--- config.mk ---
export PLATFORM = sky130hd
export DESIGN_NAME = pll_lock_supervisor
export DESIGN_NICKNAME = d
export VERILOG_FILES = /design/src/rtl/pll_lock_supervisor.sv
export SDC_FILE = /design/constraint.sdc
export NUM_CORES = 1
export LEC_CHECK = 0
export ABC_CLOCK_PERIOD_IN_PS = 2500
export CAP_MARGIN = 20
export CORE_AREA = 2 2 54 94
export DETAILED_ROUTE_END_ITERATION = 10
export DIE_AREA = 0 0 56 96
export GPL_TIMING_DRIVEN = 0
export PLACE_DENSITY_LB_ADDON = 0.25
export SLEW_MARGIN = 20
export SYNTH_ARGS = -nofsm -noshare
export SYNTH_HDL_FRONTEND = slang
export SYNTH_SLANG_ARGS = --single-unit
--- constraint.sdc ---
create_clock -name clk -period 2.5 [get_ports clk]
set_input_delay 0.75 -clock clk [delete_from_list [all_inputs] [get_ports clk]]
set_output_delay 0.75 -clock clk [all_outputs]
set_load 0.02 [all_outputs]
--- src/rtl/pll_lock_supervisor.sv ---
// pll_lock_supervisor: PLL reset/lock sequencer owning sys_rst; define PLL_SUPERVISOR_RELOCK_EN to re-acquire on lock loss
module pll_lock_supervisor #(
  parameter int RST_PULSE_CYCLES    = 32,
  parameter int LOCK_STABLE_CYCLES  = 1024,
  parameter int LOCK_TIMEOUT_CYCLES = 270000,
  parameter int MAX_RETRIES         = 3,
  localparam int RW = $clog2(MAX_RETRIES + 1)
) (
  input  logic          clk,
  input  logic          rst,
  input  logic          pll_lock,
  output logic          pll_rst,
  output logic          sys_rst,
  output logic          ready,
  output logic          fail,
  output logic          lock_lost,
  output logic [RW-1:0] retry_count
);
  localparam int CMAX = RST_PULSE_CYCLES > LOCK_TIMEOUT_CYCLES ? RST_PULSE_CYCLES : LOCK_TIMEOUT_CYCLES;
  localparam int CW = $clog2(CMAX + 1);
  localparam int SW = $clog2(LOCK_STABLE_CYCLES + 1);
  localparam logic [1:0] S_RESET = 2'd0;
  localparam logic [1:0] S_WAIT  = 2'd1;
  localparam logic [1:0] S_RUN   = 2'd2;
  localparam logic [1:0] S_FAIL  = 2'd3;
  logic [1:0]    state, state_nxt;
  logic [CW-1:0] cnt, cnt_nxt;
  logic [SW-1:0] stable, stable_nxt;
  logic [RW-1:0] retry_nxt;
  logic          lock_lost_nxt;
  logic          sync1, lock_s;
  // two-flop synchronizer for the asynchronous PLL lock
  always_ff @(posedge clk) begin
    if (rst) begin
      sync1  <= 1'b0;
      lock_s <= 1'b0;
    end else begin
      sync1  <= pll_lock;
      lock_s <= sync1;
    end
  end
  // next-state: pulse, wait for debounced lock or timeout, run, or give up
  always_comb begin
    state_nxt     = state;
    cnt_nxt       = '0;
    stable_nxt    = '0;
    retry_nxt     = retry_count;
    lock_lost_nxt = lock_lost;
    case (state)
      S_RESET: begin
        state_nxt = cnt == CW'(RST_PULSE_CYCLES - 1) ? S_WAIT : S_RESET;
        cnt_nxt   = cnt == CW'(RST_PULSE_CYCLES - 1) ? '0 : cnt + CW'(1);
      end
      S_WAIT: begin
        stable_nxt = lock_s ? stable + SW'(1) : '0;
        cnt_nxt    = cnt + CW'(1);
        if (lock_s && stable == SW'(LOCK_STABLE_CYCLES - 1))
          state_nxt = S_RUN;
        else if (cnt == CW'(LOCK_TIMEOUT_CYCLES - 1)) begin
          cnt_nxt = '0;
          if (retry_count == RW'(MAX_RETRIES))
            state_nxt = S_FAIL;
          else begin
            retry_nxt = retry_count + RW'(1);
            state_nxt = S_RESET;
          end
        end
      end
      S_RUN: begin
        if (!lock_s) begin
          lock_lost_nxt = 1'b1;
`ifdef PLL_SUPERVISOR_RELOCK_EN
          state_nxt = S_RESET;
          retry_nxt = '0;
`endif
        end
      end
      default: ;
    endcase
  end
  // state, counters and outputs registered from the next state
  always_ff @(posedge clk) begin
    if (rst) begin
      state       <= S_RESET;
      cnt         <= '0;
      stable      <= '0;
      retry_count <= '0;
      lock_lost   <= 1'b0;
      pll_rst     <= 1'b1;
      sys_rst     <= 1'b1;
      ready       <= 1'b0;
      fail        <= 1'b0;
    end else begin
      state       <= state_nxt;
      cnt         <= cnt_nxt;
      stable      <= stable_nxt;
      retry_count <= retry_nxt;
      lock_lost   <= lock_lost_nxt;
      pll_rst     <= state_nxt == S_RESET;
      sys_rst     <= state_nxt != S_RUN;
      ready       <= state_nxt == S_RUN;
      fail        <= state_nxt == S_FAIL;
    end
  end
endmodule
; Word level (Yosys, flattened, before mapping)
; Index checks and enable logic that the tools add are counted.
[classes]
n_mux = 9
n_bitwise = 4
n_reduce_logical = 6
n_addsub = 3
div = 0
n_eq_ne = 9
mul = 0
shifts = 0
n_lt_le_gt_ge = 0
[ops]
columns = operator, count
row1 = $mux 19, 3
row2 = $pmux 19 s2, 1
row3 = $add 19x1->19 const B, 1
row4 = $eq 19x19->1 const B, 1
row5 = $eq 19x5->1 const B, 1
row6 = $add 11x1->11 const B, 1
row7 = $eq 11x10->1 const B, 1
row8 = $eq 2x2->1 const B, 4
row9 = $mux 2, 3
row10 = $logic_not 2->1, 2
row11 = $not 1->1, 4
row12 = $pmux 2 s2, 1
row13 = $reduce_and 4->1, 1
row14 = $reduce_or 3->1, 1
row15 = $add 2x1->2 const B, 1
row16 = $eq 2x1->1 const B, 1
row17 = $ne 2x2->1 const B, 1
row18 = $reduce_and 2->1, 1
row19 = $logic_and 1x1->1, 1
row20 = $mux 1, 1
[totals]
romBits = 0
latchBits = 0
reg_bits = 41
elab_cells = 42
input_bits = 3
ram_bits = 0
memories = 0
output_inout_bits = 7

; Longest topological paths before layout
[depth]
depth_word = 6
mapped_depth = 8
mapped_depth_nobuf = 6

; Worst setup path before layout
; No wires, ideal clock.
[synth_path]
kind = register to register
startpoint = reg stable[0]
endpoint = reg retry_count[0]
stages_incl_launch_ff = 7
required_time_ns = 2.377
synth_period_minus_slack_ns = 1.839
setup_time_ns = 0.123
arrival_time_ns = 1.715
slack_ns = 0.661
path_buffers = 0
cell_sequence = dfxtp_1 -> ha_1 -> nand3_2 -> or4_4 -> nand3_1 -> nor4b_2 -> mux2_1
[synth_via]
elab_chain_len = 4
[synth_rtl]
columns = element, line_no
row1 = start: declaration, 28  ; logic [SW-1:0] stable, stable_nxt;
row2 = start signal: assignment, 96  ; stable <= stable_nxt;
row3 = $eq 11x10->1, 57  ; if (lock_s && stable == SW'(LOCK_STABLE_CYCLES - 1))
row4 = $logic_and 1x1->1, 57
row5 = $not 1->1 (no line), n/a
row6 = $reduce_and 4->1 (no line), n/a
row7 = end signal: assignment, 97  ; retry_count <= retry_nxt;
row8 = end: declaration, 17  ; output logic [RW-1:0] retry_count
; Every way passes these cells.
; A chain may end at the register's enable or synchronous reset.

; Worst setup path after layout
[layout_path]
startpoint = reg retry_count[0]
endpoint = out retry_count[0]
; No word-level cell between the ends.

==> metrics <==
outcome=complete, no violations; smallest hold slack=0.460 ns; delay of the slowest cell on the worst path=between 0.6 and 0.7 ns; initial detailed-routing violation count=35; setup tns final=0 ns; max-capacitance violation count=0; flip-flop and latch count after synthesis=41; routed via count=1329; worst slack at placement=0.497 ns; net switching component of the power=251 uW; latest clock arrival within the worst-skew pair=0.29 ns; element type at the critical path end=output port; relative slew slack=69.9%; Max rail drop VDD=421 uV; initial core utilization=around 39%; leakage dissipation=0.000750 uW; core box area=0.00462 mm^2; post-route fraction of the period consumed by the critical path=~82%; met3 WL post-DR=72 um; primary flip-flop cell chosen by synthesis mapping=sky130_fd_sc_hd__dfxtp_1; Wirelength per Cell=12.5 um; P&R area growth vs syn=15.6%; count of pins on the block boundary=10; mean number of vias per cell=around 5.1; Setup Buffers After CTS=0; number of antenna violations at the first check in global routing=0; share of the yosys chip area belonging to registers=45.9%; share of power burned in combinational logic=1.9%; Port Buffers=8; Die Wd=56 um; core occupancy in the finished layout=44.7%; worst hold path class=reg -> reg; clock tree from TritonCTS=built; post-detail-place hpwl=2.45 mm; clock edge transition at the registers on the reported setup and hold paths=0.08 ns; sort of element at the start of the critical path=register; number of clock buffers inserted by TritonCTS=5; largest net degree at the start of global routing=14; required time of the critical path=1.75 ns; via count of the first global-routing pass=1261; quantity of gates resized following cts=0; router iterations before antenna repair=4; Die Footprint=0.00538 mm^2; layout cell share with drive strength beyond 1=9.57%; post-layout worst setup margin=0.451 ns; clock tree root driver cell=sky130_fd_sc_hd__clkbuf_8; total count of max-transition violations in the final report=0; mean cell area of the mapped netlist=9.27 um^2; number of hold violations in the final report=0; Final GP Congestion=0.766; share of power burned in registers=50.4%; critical path's slowest cell=sky130_fd_sc_hd__clkdlybuf4s50_1; worst slew pin tran=0.451 ns; number of instances in the synthesized netlist=193; share of async-settable or async-resettable flops after synthesis=0%; clock share of power=~48%; Yosys warning count=0; total setup violations reported at the end of the flow=0; minimum clock period=2.05 ns; DRT antenna net count=0; post-detailed-placement cell area=0.00193 mm^2; count of inserted antenna diode cells=0; CTS sink cnt=41; synthesized net count=200; clk buf depth=2; internal cell power=1070 uW; total global routing track utilization=between 10% and 20%; cell family with most CP delay=buffers and inverters; number of standard-cell rows in the floorplan=33; H-tree level count=2; hold-fix buffer count after cts=0; Max Fclk=488 MHz; unique cell type count in the Yosys netlist=34; mapped cell area=0.00179 mm^2; total buffers and inverters traversed by the critical path=1; total of fill cells in the finished design=478; vertical extent of the die=96 um; Routed met2 length=1.87 mm; final instance area=0.00207 mm^2; P per Cell Area=approximately 640 mW/mm^2; most frequent cells in the layout=sky130_fd_sc_hd__nor2_1 (43), sky130_fd_sc_hd__dfxtp_1 (41), sky130_fd_sc_hd__nand3_1 (17); routed length on met1=1.26 mm; final-stage net count=215; DRC violation count after routing=0; CP max FO=4; number of enable-type register cells in the synthesized netlist=0; global-route wire length before repair=5.57 mm; RSZ-0062 raised after global routing=false; final global-route overflow total=0; uppermost layer routed=met4; data arrival at the endpoint of the critical path=1.30 ns; overall routed net length=3.26 mm; cell breakdown of the critical path=clkdlybuf4s50_1; Worst Path Class, Setup=reg -> out; most common library cell in the layout ignoring fill and taps=sky130_fd_sc_hd__nor2_1; Switching Fraction=19.1%; final clock skew=slightly above 0.005 ns
-- per-stage QoR --
| step | power [uW] | std cells |
|---|---|---|
| after floorplan | 697 | 193 |
| after global placement | 704 | 253 |
| after detailed placement | 705 | 253 |
| after CTS | 1330 | 261 |
| after global routing | 1350 | 261 |
| final | 1320 | 261 |
-- cells in the mapped netlist (2+ instances only) --
master | number | area (um^2)
sky130_fd_sc_hd__inv_1 | 5 | 18.8
sky130_fd_sc_hd__nand3_1 | 17 | 85.1
sky130_fd_sc_hd__a21oi_1 | 2 | 10.0
sky130_fd_sc_hd__nor2b_1 | 3 | 18.8
sky130_fd_sc_hd__dfxtp_1 | 41 | 821
sky130_fd_sc_hd__and3_1 | 7 | 43.8
sky130_fd_sc_hd__xnor2_1 | 11 | 96.3
sky130_fd_sc_hd__and2_1 | 3 | 18.8
sky130_fd_sc_hd__xor2_1 | 15 | 131
sky130_fd_sc_hd__ha_1 | 4 | 50.1
sky130_fd_sc_hd__nor4_1 | 2 | 12.5
sky130_fd_sc_hd__nand2_1 | 11 | 41.3
sky130_fd_sc_hd__nand4_1 | 4 | 25.0
sky130_fd_sc_hd__buf_6 | 2 | 22.5
sky130_fd_sc_hd__nor3_1 | 4 | 20.0
sky130_fd_sc_hd__nor2_1 | 43 | 161
sky130_fd_sc_hd__nand3b_1 | 2 | 15.0
-- flip-flops by register name, summed over array words and instances, names as in the netlist --
name	flops
cnt	19
stable	11
retry_count	2
state	2
fail	1
lock_lost	1
lock_s	1
pll_rst	1
ready	1
sync1	1
sys_rst	1
-- cell type report --
type	count	area (um^2)	area share (%)
multi-input combinational	142	905	43.7
buffer	5	45.0	2.18
clock buffer	5	68.8	3.33
clock inverter	3	65.1	3.15
tap	52	65.1	3.15
sequential	41	821	39.7
inverter	5	18.8	0.907
timing repair buffer	8	80.1	3.87
-- routing by layer --
layer  vias to the layer above  GRT usage [%]
li1                        674              -
met1                       637           13.3
met2                        14           25.5
met3                         4           2.82
met4                         0           6.35
met5                         -              0
-- power by group through the flow --
stage          registers (uW)  clock network [uW]  logic [uW]
4_1_cts                   664                 640        25.6
3_5_place_dp              679                   0        25.5
2_1_floorplan             678                   0        19.0
5_1_grt                   665                 660        27.9
6_report                  664                 628        24.9
3_3_place_gp              679                   0        25.1
-- worst paths after layout --
| check | startpoint | end | slack, ns | cells past startpoint |
|---|---|---|---|---|
| worst min-delay path | sync1 | lock_s | 0.46 | 1 |
| worst min register to register | sync1 | lock_s | 0.46 | 1 |
| worst max register to register | cnt[0] | retry_count[0] | 0.49 | 7 |
| worst max-delay path | retry_count[0] | retry_count[0] | 0.45 | 1 |
-- logic make-up after synthesis --
logic type	after synthesis	share of synthesized area, %
AND/OR/NAND/NOR	103	29.3
flip-flops	41	45.9
XOR/XNOR	26	12.7
buffers and inverters	10	3.57
AO/OA/AOI/OAI	7	4.55
adder cells (fa/ha/maj)	4	2.80
multiplexers	2	1.19
Note: power is estimated with default switching activity, not from simulation.
